## config.mk

```make
export PLATFORM = sky130hd
export DESIGN_NAME = tdm_demux4
export DESIGN_NICKNAME = d
export VERILOG_FILES = /design/src/rtl/tdm_pkg.sv /design/src/rtl/tdm_slot_shifter.sv /design/src/rtl/tdm_demux4.sv
export SDC_FILE = /design/constraint.sdc
export NUM_CORES = 1
export LEC_CHECK = 0
export CORE_MARGIN = 3
export CORE_UTILIZATION = 52
export CTS_CLUSTER_DIAMETER = 150
export DETAILED_ROUTE_END_ITERATION = 10
export PLACE_DENSITY = 0.91
export SLEW_MARGIN = 20
export SYNTH_ARGS = -nofsm -noshare
export SYNTH_HDL_FRONTEND = slang
export SYNTH_SLANG_ARGS = --single-unit
```

## constraint.sdc

```tcl
create_clock -name clk -period 2.65 [get_ports clk]
set_input_delay 0.53 -clock clk [delete_from_list [all_inputs] [get_ports clk]]
set_output_delay 0.53 -clock clk [all_outputs]
set_load 0.03 [all_outputs]
```

## src/rtl/tdm_pkg.sv

```systemverilog
// -----------------------------------------------------------------------------
// tdm_pkg
// Definitions shared by both ends of the 4-channel serial TDM link
// (tdm_demux4 receiver and the matching transmitter).
//
// Contents:
//   tdm_state_e  - receiver alignment state (HUNT = 1'b0, SYNC = 1'b1)
//   NUM_SLOTS    - slots per frame (fixed at 4)
//   SLOT_IDX_W   - width of the slot counter (2 bits)
//   slot_len()   - serial bits per slot for a given data width
//
// Configuration macro: TDM_DEMUX_PARITY_EN
//   When defined, each slot carries one trailing even-parity bit, so a slot is
//   WIDTH+1 bits long. When undefined, a slot is exactly WIDTH bits long.
// -----------------------------------------------------------------------------
package tdm_pkg;

    typedef enum logic {
        HUNT = 1'b0,
        SYNC = 1'b1
    } tdm_state_e;

    localparam int NUM_SLOTS  = 4;
    localparam int SLOT_IDX_W = 2;

    // Number of serial bits that make up one slot on the line.
    function automatic int slot_len(input int width);
`ifdef TDM_DEMUX_PARITY_EN
        return width + 1;
`else
        return width;
`endif
    endfunction

endpackage : tdm_pkg

```

## src/rtl/tdm_slot_shifter.sv

```systemverilog
// -----------------------------------------------------------------------------
// tdm_slot_shifter
// Serial-to-parallel shifter for one TDM slot. Bits arrive MSB first and are
// shifted into the LSB. A bit counter tracks the position inside the slot.
//
// Parameters:
//   LEN        - serial bits per slot (>= 2)
//
// Ports:
//   clk        in   rising-edge clock
//   rst_n      in   asynchronous active-low reset
//   din        in   serial data bit
//   en         in   shift din in and advance the bit counter
//   load       in   restart: din becomes bit 0 of a new slot (counter -> 1)
//   clear      in   drop any partial slot (shift register and counter -> 0)
//   word_done  out  the bit being shifted in this cycle completes the slot
//   word       out  full slot word including the current din, {history, din}
//   at_bit0    out  counter is at bit 0 (next bit starts a new slot)
//
// Priority when several controls are high: clear, then load, then en.
// -----------------------------------------------------------------------------
module tdm_slot_shifter
    import tdm_pkg::*;
#(
    parameter int LEN = 8
) (
    input  logic           clk,
    input  logic           rst_n,
    input  logic           din,
    input  logic           en,
    input  logic           load,
    input  logic           clear,
    output logic           word_done,
    output logic [LEN-1:0] word,
    output logic           at_bit0
);

    localparam int               CNT_W = $clog2(LEN);
    localparam logic [CNT_W-1:0] LAST  = CNT_W'(LEN - 1);

    // Only LEN-1 bits of history are needed: the last bit of a slot is
    // taken straight from din on the completing edge.
    logic [LEN-2:0]   shift_q, shift_d;
    logic [CNT_W-1:0] cnt_q,   cnt_d;

    assign word      = {shift_q, din};
    assign word_done = en && (cnt_q == LAST);
    assign at_bit0   = (cnt_q == '0);

    always_comb begin
        shift_d = shift_q;
        cnt_d   = cnt_q;
        if (clear) begin
            shift_d = '0;
            cnt_d   = '0;
        end else if (load) begin
            shift_d = (LEN - 1)'(din);
            cnt_d   = CNT_W'(1);
        end else if (en) begin
            shift_d = word[LEN-2:0];
            cnt_d   = word_done ? '0 : cnt_q + CNT_W'(1);
        end
    end

    always_ff @(posedge clk or negedge rst_n) begin
        if (!rst_n) begin
            shift_q <= '0;
            cnt_q   <= '0;
        end else begin
            shift_q <= shift_d;
            cnt_q   <= cnt_d;
        end
    end

endmodule : tdm_slot_shifter

```

## src/rtl/tdm_demux4.sv

```systemverilog
// -----------------------------------------------------------------------------
// tdm_demux4
// Receive side of the 4-channel serial TDM link. Finds frame alignment from
// frame_sync, deserializes each slot (MSB first) and publishes the word on a
// per-channel output register with a one-cycle valid strobe.
//
// Parameters:
//   WIDTH       - data bits per slot (2..32)
//
// Ports:
//   clk         in   rising-edge clock
//   rst_n       in   asynchronous active-low reset
//   din         in   serial data bit (sampled only when en=1)
//   en          in   bit-valid qualifier; en=0 cycles are ignored entirely
//   frame_sync  in   high with the first bit of slot 0 (sampled when en=1)
//   dout        out  channel words, slot k at dout[k*WIDTH +: WIDTH]
//   ch_valid    out  one-hot one-cycle strobe when slot k's word updates
//   frame_done  out  one-cycle pulse coincident with ch_valid[3]
//   locked      out  high while aligned (state SYNC)
//   sync_err    out  one-cycle pulse on an alignment violation
//   par_err     out  (TDM_DEMUX_PARITY_EN only) per-slot parity failure,
//                    pulses together with ch_valid[k]
//
// Configuration macro: TDM_DEMUX_PARITY_EN adds a trailing even-parity bit to
// every slot and the par_err port. dout is updated even on a parity error.
// -----------------------------------------------------------------------------
module tdm_demux4
    import tdm_pkg::*;
#(
    parameter int WIDTH = 8
) (
    input  logic                       clk,
    input  logic                       rst_n,
    input  logic                       din,
    input  logic                       en,
    input  logic                       frame_sync,
    output logic [NUM_SLOTS*WIDTH-1:0] dout,
    output logic [NUM_SLOTS-1:0]       ch_valid,
    output logic                       frame_done,
    output logic                       locked,
    output logic                       sync_err
`ifdef TDM_DEMUX_PARITY_EN
    ,
    output logic [NUM_SLOTS-1:0]       par_err
`endif
);

    localparam int                    LEN       = slot_len(WIDTH);
    localparam logic [SLOT_IDX_W-1:0] LAST_SLOT = SLOT_IDX_W'(NUM_SLOTS - 1);

    tdm_state_e                 state_q,      state_d;
    logic [SLOT_IDX_W-1:0]      slot_q,       slot_d;
    logic [NUM_SLOTS*WIDTH-1:0] dout_q,       dout_d;
    logic [NUM_SLOTS-1:0]       ch_valid_q,   ch_valid_d;
    logic                       frame_done_q, frame_done_d;
    logic                       sync_err_q,   sync_err_d;
`ifdef TDM_DEMUX_PARITY_EN
    logic [NUM_SLOTS-1:0]       par_err_q,    par_err_d;
`endif

    logic           sh_en;
    logic           sh_load;
    logic           sh_clear;
    logic           sh_word_done;
    logic [LEN-1:0] sh_word;
    logic           sh_at_bit0;

    logic           in_sync;
    logic           at_frame_start;

    assign in_sync        = (state_q == SYNC);
    assign at_frame_start = (slot_q == '0) && sh_at_bit0;

    // Shifter controls depend only on registered state and inputs, so the
    // word_done feedback into the FSM below never forms a combinational loop.
    //   normal shift : in SYNC, frame_sync agrees with the frame position
    //   load         : frame_sync seen in HUNT, or early frame_sync in SYNC
    //   clear        : frame_sync missing where a frame must start
    assign sh_en    = en && in_sync && (frame_sync == at_frame_start);
    assign sh_load  = en && frame_sync && (!in_sync || !at_frame_start);
    assign sh_clear = en && in_sync && !frame_sync && at_frame_start;

    tdm_slot_shifter #(
        .LEN       (LEN)
    ) u_shifter (
        .clk       (clk),
        .rst_n     (rst_n),
        .din       (din),
        .en        (sh_en),
        .load      (sh_load),
        .clear     (sh_clear),
        .word_done (sh_word_done),
        .word      (sh_word),
        .at_bit0   (sh_at_bit0)
    );

    // Next-state and output logic.
    always_comb begin
        state_d      = state_q;
        slot_d       = slot_q;
        dout_d       = dout_q;
        ch_valid_d   = '0;
        frame_done_d = 1'b0;
        sync_err_d   = 1'b0;
`ifdef TDM_DEMUX_PARITY_EN
        par_err_d    = '0;
`endif

        case (state_q)
            HUNT: begin
                // The bit carrying frame_sync is bit 0 of slot 0.
                if (sh_load) begin
                    state_d = SYNC;
                    slot_d  = '0;
                end
            end
            SYNC: begin
                if (sh_load) begin
                    // Early frame marker: drop the partial slot and realign
                    // on this bit without leaving SYNC.
                    sync_err_d = 1'b1;
                    slot_d     = '0;
                end else if (sh_clear) begin
                    // Missing frame marker: lose lock and discard the bit.
                    sync_err_d = 1'b1;
                    state_d    = HUNT;
                    slot_d     = '0;
                end else if (sh_word_done) begin
                    // Data sits in the top WIDTH bits; the parity bit, when
                    // present, is the last bit received.
                    dout_d[slot_q*WIDTH +: WIDTH] = sh_word[LEN-1 -: WIDTH];
                    ch_valid_d[slot_q]            = 1'b1;
                    frame_done_d                  = (slot_q == LAST_SLOT);
                    slot_d                        = slot_q + SLOT_IDX_W'(1);
`ifdef TDM_DEMUX_PARITY_EN
                    par_err_d[slot_q]             = ^sh_word;
`endif
                end
            end
            default: begin
                state_d = HUNT;
            end
        endcase
    end

    always_ff @(posedge clk or negedge rst_n) begin
        if (!rst_n) begin
            state_q      <= HUNT;
            slot_q       <= '0;
            dout_q       <= '0;
            ch_valid_q   <= '0;
            frame_done_q <= 1'b0;
            sync_err_q   <= 1'b0;
`ifdef TDM_DEMUX_PARITY_EN
            par_err_q    <= '0;
`endif
        end else begin
            state_q      <= state_d;
            slot_q       <= slot_d;
            dout_q       <= dout_d;
            ch_valid_q   <= ch_valid_d;
            frame_done_q <= frame_done_d;
            sync_err_q   <= sync_err_d;
`ifdef TDM_DEMUX_PARITY_EN
            par_err_q    <= par_err_d;
`endif
        end
    end

    assign dout       = dout_q;
    assign ch_valid   = ch_valid_q;
    assign frame_done = frame_done_q;
    assign locked     = in_sync;
    assign sync_err   = sync_err_q;
`ifdef TDM_DEMUX_PARITY_EN
    assign par_err    = par_err_q;
`endif

endmodule : tdm_demux4

```

==> metrics.sh <==
OUTCOME='completed'
SYNTHESIS.NETS=214
COUNT_OF_FLIP_FLOPS_WITH_A_BUILT_IN_ENABLE_AFTER_SYNTHESIS=0
CP_MAX_FO=16
REG2REG_SLACK_NS=0.44
FINAL_NETS=260
FINAL_LAYOUT_SIZE_SUFFIX_GT1_FRAC=0.2097
TRITONCTS='done'
DETAILEDROUTE.FIRSTPASSITERATIONCOUNT=5
GRT_PASS1_WL_MM=8.010
SYNTH-XOR-AREA-SHARE=0.003712
POSTCTSSETUPBUFFERS=0
MAXCAPVIOLCOUNT=0
POSTSYNTHCELLCOUNT=202
SYNTHESIZED_AREA_FRACTION_OCCUPIED_BY_AND_OR_NAND_NOR_CELLS=0.1644
ROUTED_VIA_DENSITY=5.755
YS_SEQ_ELEMENTS=50
DRT-TOTAL-WL_MM=4.827
COUNT_OF_UNIQUE_LIBRARY_CELLS_INSTANTIATED_BY_YOSYS=33
ANTENNA_CELLS=0
MAX_FREQUENCY_MHz=449.6
CRITICALPATHCATEGORY='reg2out'
FLOORPLAN.DIE.WIDTH_UM=73.37
IO_BUFFER_COUNT=43
TOTAL_LEAKAGE_POWER_nW=1.406
CTS_INSERTED_BUFFERS=5
POWER.SWITCHING_FRACTION=0.3333
WORSTSETUPSTARTPOINTTYPE='flip-flop'
DETAILED_ROUTER_S_FIRST_ITERATION_VIOLATION_COUNT=174
SYNTHFLOPTYPE='dfrtp_1'
CAPTURING_ELEMENT_TYPE_OF_THE_CRITICAL_PATH='output pin'
WORST_PATH_DOMINANT_CELL_FAMILY='buffers and inverters'
CRITPATHARRIVALTIME_NS=1.69
CLKSINKCOUNT=50
FRACTION_OF_THE_MAPPED_NETLIST_AREA_IN_ADDER_CELLS=0.03712
PWR-SHARE-COMB=0.253
POWER.CLOCK.FRACTION=0.228
DIE_Y_UM=73.37
FINALHOLDVIOLATIONS=0
GRT_PASS1_VIAS=1627
SEQ_AREA_FRAC_SYNTH=0.5302
CRITICAL_PATH.CELL_CHAIN='clkdlybuf4s50_1'
FLOORPLAN.INITIALDENSITY=0.5655
CTS.HTREE.LEVELS=2
CTS_HOLD_BUFFERS=0
CTS_CLOCK_PIN_SLEW_FOR_THE_WORST_SETUP_AND_HOLD_PATHS_NS=0.09
DIE-AREA_UM2=5382
CTS.ROOT.BUFFER_CELL='clkbuf_8'
IR_WORST_VDD_uV=510.2
SYNTH_AREA_UM2=2360
PLACEABLECOREAREA_UM2=4173
SYNTH.AVG_CELL_AREA_UM2=11.68
CRITPATHBUFINV=1
FLOORPLAN.ROWS=23
GP_CONGESTION=0.8333
ANTENNA_VIOLATIONS_BEFORE_REPAIR=0
YOSYS.CELL_COUNT.TOP_TYPE='dfrtp_1'
GRT_SETUP_UNREPAIRED='false'
SYNTH_TOP_CELLS_BY_COUNT='dfrtp_1 (50), nand4_1 (33), a21bo_2 (29)'
POST_CTS_REPAIR_RESIZE_COUNT=0
AREA_GROWTH_SYN_TO_LAYOUT_PCT=24.34
VIA_TOTAL_AFTER_DETAILED_ROUTING=1715
SETUP_VIOLATIONS=0
PWR_DENSITY_CELL_nW_PER_UM2=625.9
CTS_BUFFER_DEPTH=2
FIN_WORST_SKEW_NS=0.006830
SEQ_POWER_SHARE=0.519
DPL.HPWL_MM=3.448
NETLIST.TOP_CELL.BY_AREA='dfrtp_1'
P_SWITCHING_uW=612.1
ROUTE.DETAILED.DRC=0
SYNTH-WARNING-COUNT=0
FINAL_ANT_VIOL_NETS=0
POST-ROUTE-PERIOD-UTIL=0.8394
YOSYS.AREA.TOP_TYPE_SHARE=0.5302
GRT_USAGE=0.1959
OVERFLOW=0
CRITICAL-PATH-MAX-STAGE-DELAY_NS=0.76
INTERNAL-POWER_mW=1.224
TIMING.SETUP.TNS_NS=0
SYNTH.AREA.MUX_SHARE=0.03552
POST-ROUTE-MIN-PERIOD_NS=2.224
RELSLEWSLACK=0.5946
CP_SLOWEST_CELL='clkdlybuf4s50_1'
WORSTMARGINPINSLEW_NS=0.6081
REPORT.FINAL.SLEW_VIOL_COUNT=0
POWER.TOTAL_mW=1.836
IOPINCOUNT=44
POST_SYNTHESIS_COMPOUND_GATE_AREA_FRACTION=0.1819
HOLD_PATH.CLASS='in2async'
SYNTH.AREA.TOP_CELLS='dfrtp_1 (53%), a21bo_2 (12%), nand4_1 (8.7%), ha_1 (3.7%), mux2i_1 (3.0%)'
DOMINANT_COMBINATIONAL_CELL_FAMILY_BY_AREA_AFTER_SYNTHESIS='compound AO/OA/AOI/OAI gates'
GRT_MAX_DEGREE=51
ROUTE.DETAILED.WL_PER_INST_UM=16.20
INSERTION_DELAY_NS=0.31
YS_ASYNC_SR_FRACTION=1.000
REQUIRED_NS=2.12
[metrics by stage]
step	cells	setup WS (ns)	hold slack [ns]	utilization	instance area, um^2
after global routing	298	0.2981	0.3731	0.7031	2934
after CTS	298	0.4300	0.3357	0.7031	2934
after floorplan	202	0.7299	0.2344	-	2360
final	298	0.4256	0.3201	0.7031	2934
after detailed placement	291	0.4059	0.4762	0.6831	2850
after global placement	291	0.4764	0.4646	0.6831	2850
[power groups by stage]
stage / clock network, mW / logic (mW) / registers, mW
floorplan: 0 / 0.286 / 0.982
global placement: 0 / 0.451 / 0.962
detailed placement: 0 / 0.466 / 0.964
CTS: 0.432 / 0.469 / 0.949
global route: 0.453 / 0.508 / 0.969
finish: 0.418 / 0.465 / 0.953
[routing by layer]
| metal | part of all wire | wire, um | global-route usage | up-vias |
|---|---|---|---|---|
| met4 | 0.015 | 74 | 0.06640 | 0 |
| met1 | 0.46 | 2201 | 0.2701 | 830 |
| met5 | 0 | 0 | 0 | - |
| li1 | - | - | - | 831 |
| met3 | 0.049 | 236 | 0.05062 | 8 |
| met2 | 0.48 | 2314 | 0.3019 | 46 |
[cell usage in the layout, fill, tap and decap left out, drive strengths merged, types with 2 or more instances in the layout]
cell / instances
buf: 10
clkbuf: 5
nor3: 2
clkdlybuf4s50: 42
nor2: 10
dfrtp: 50
nand3: 3
nand2: 9
a21oi: 3
nor3b: 3
ha: 7
clkinvlp: 2
a22o: 4
o21a: 2
o21ai: 4
nand3b: 2
a21bo: 32
nand4: 33
mux2i: 8
inv: 8
[layout make-up]
class / count / area (um^2)
timing repair buffer: 52 / 505.5
fill: 295 / 1239
sequential: 50 / 1251
clock buffer: 5 / 68.82
multi-input combinational: 131 / 1001
inverter: 8 / 30.03
tap: 50 / 62.56
clock inverter: 2 / 15.01
[flip-flops by register name, indices dropped and copies added (netlist names)]
name               flops
dout                  32
u_shifter.shift_q      7
ch_valid               4
u_shifter.cnt_q        3
slot_q                 2
locked                 1
sync_err               1
[kinds of logic after synthesis]
kind of cell	Yosys count
AOI/OAI and AO/OA	48
xor gates and xnor gates	1
adders and majority gates	7
buffers and inverters	21
DFF	50
muxes	8
and+or+nand+nor	67
[final timing paths]
check	to	cells after the start	start
min in group clk	dout[4]	1	dout[4]
max reg2reg	dout[19]	7	slot_q[0]
max in group asynchronous	dout[18]	2	rst_n
min	dout[3]	2	rst_n
min reg2reg	dout[4]	1	dout[4]
max	locked	1	locked
Note: power is estimated with default switching activity, not from simulation.
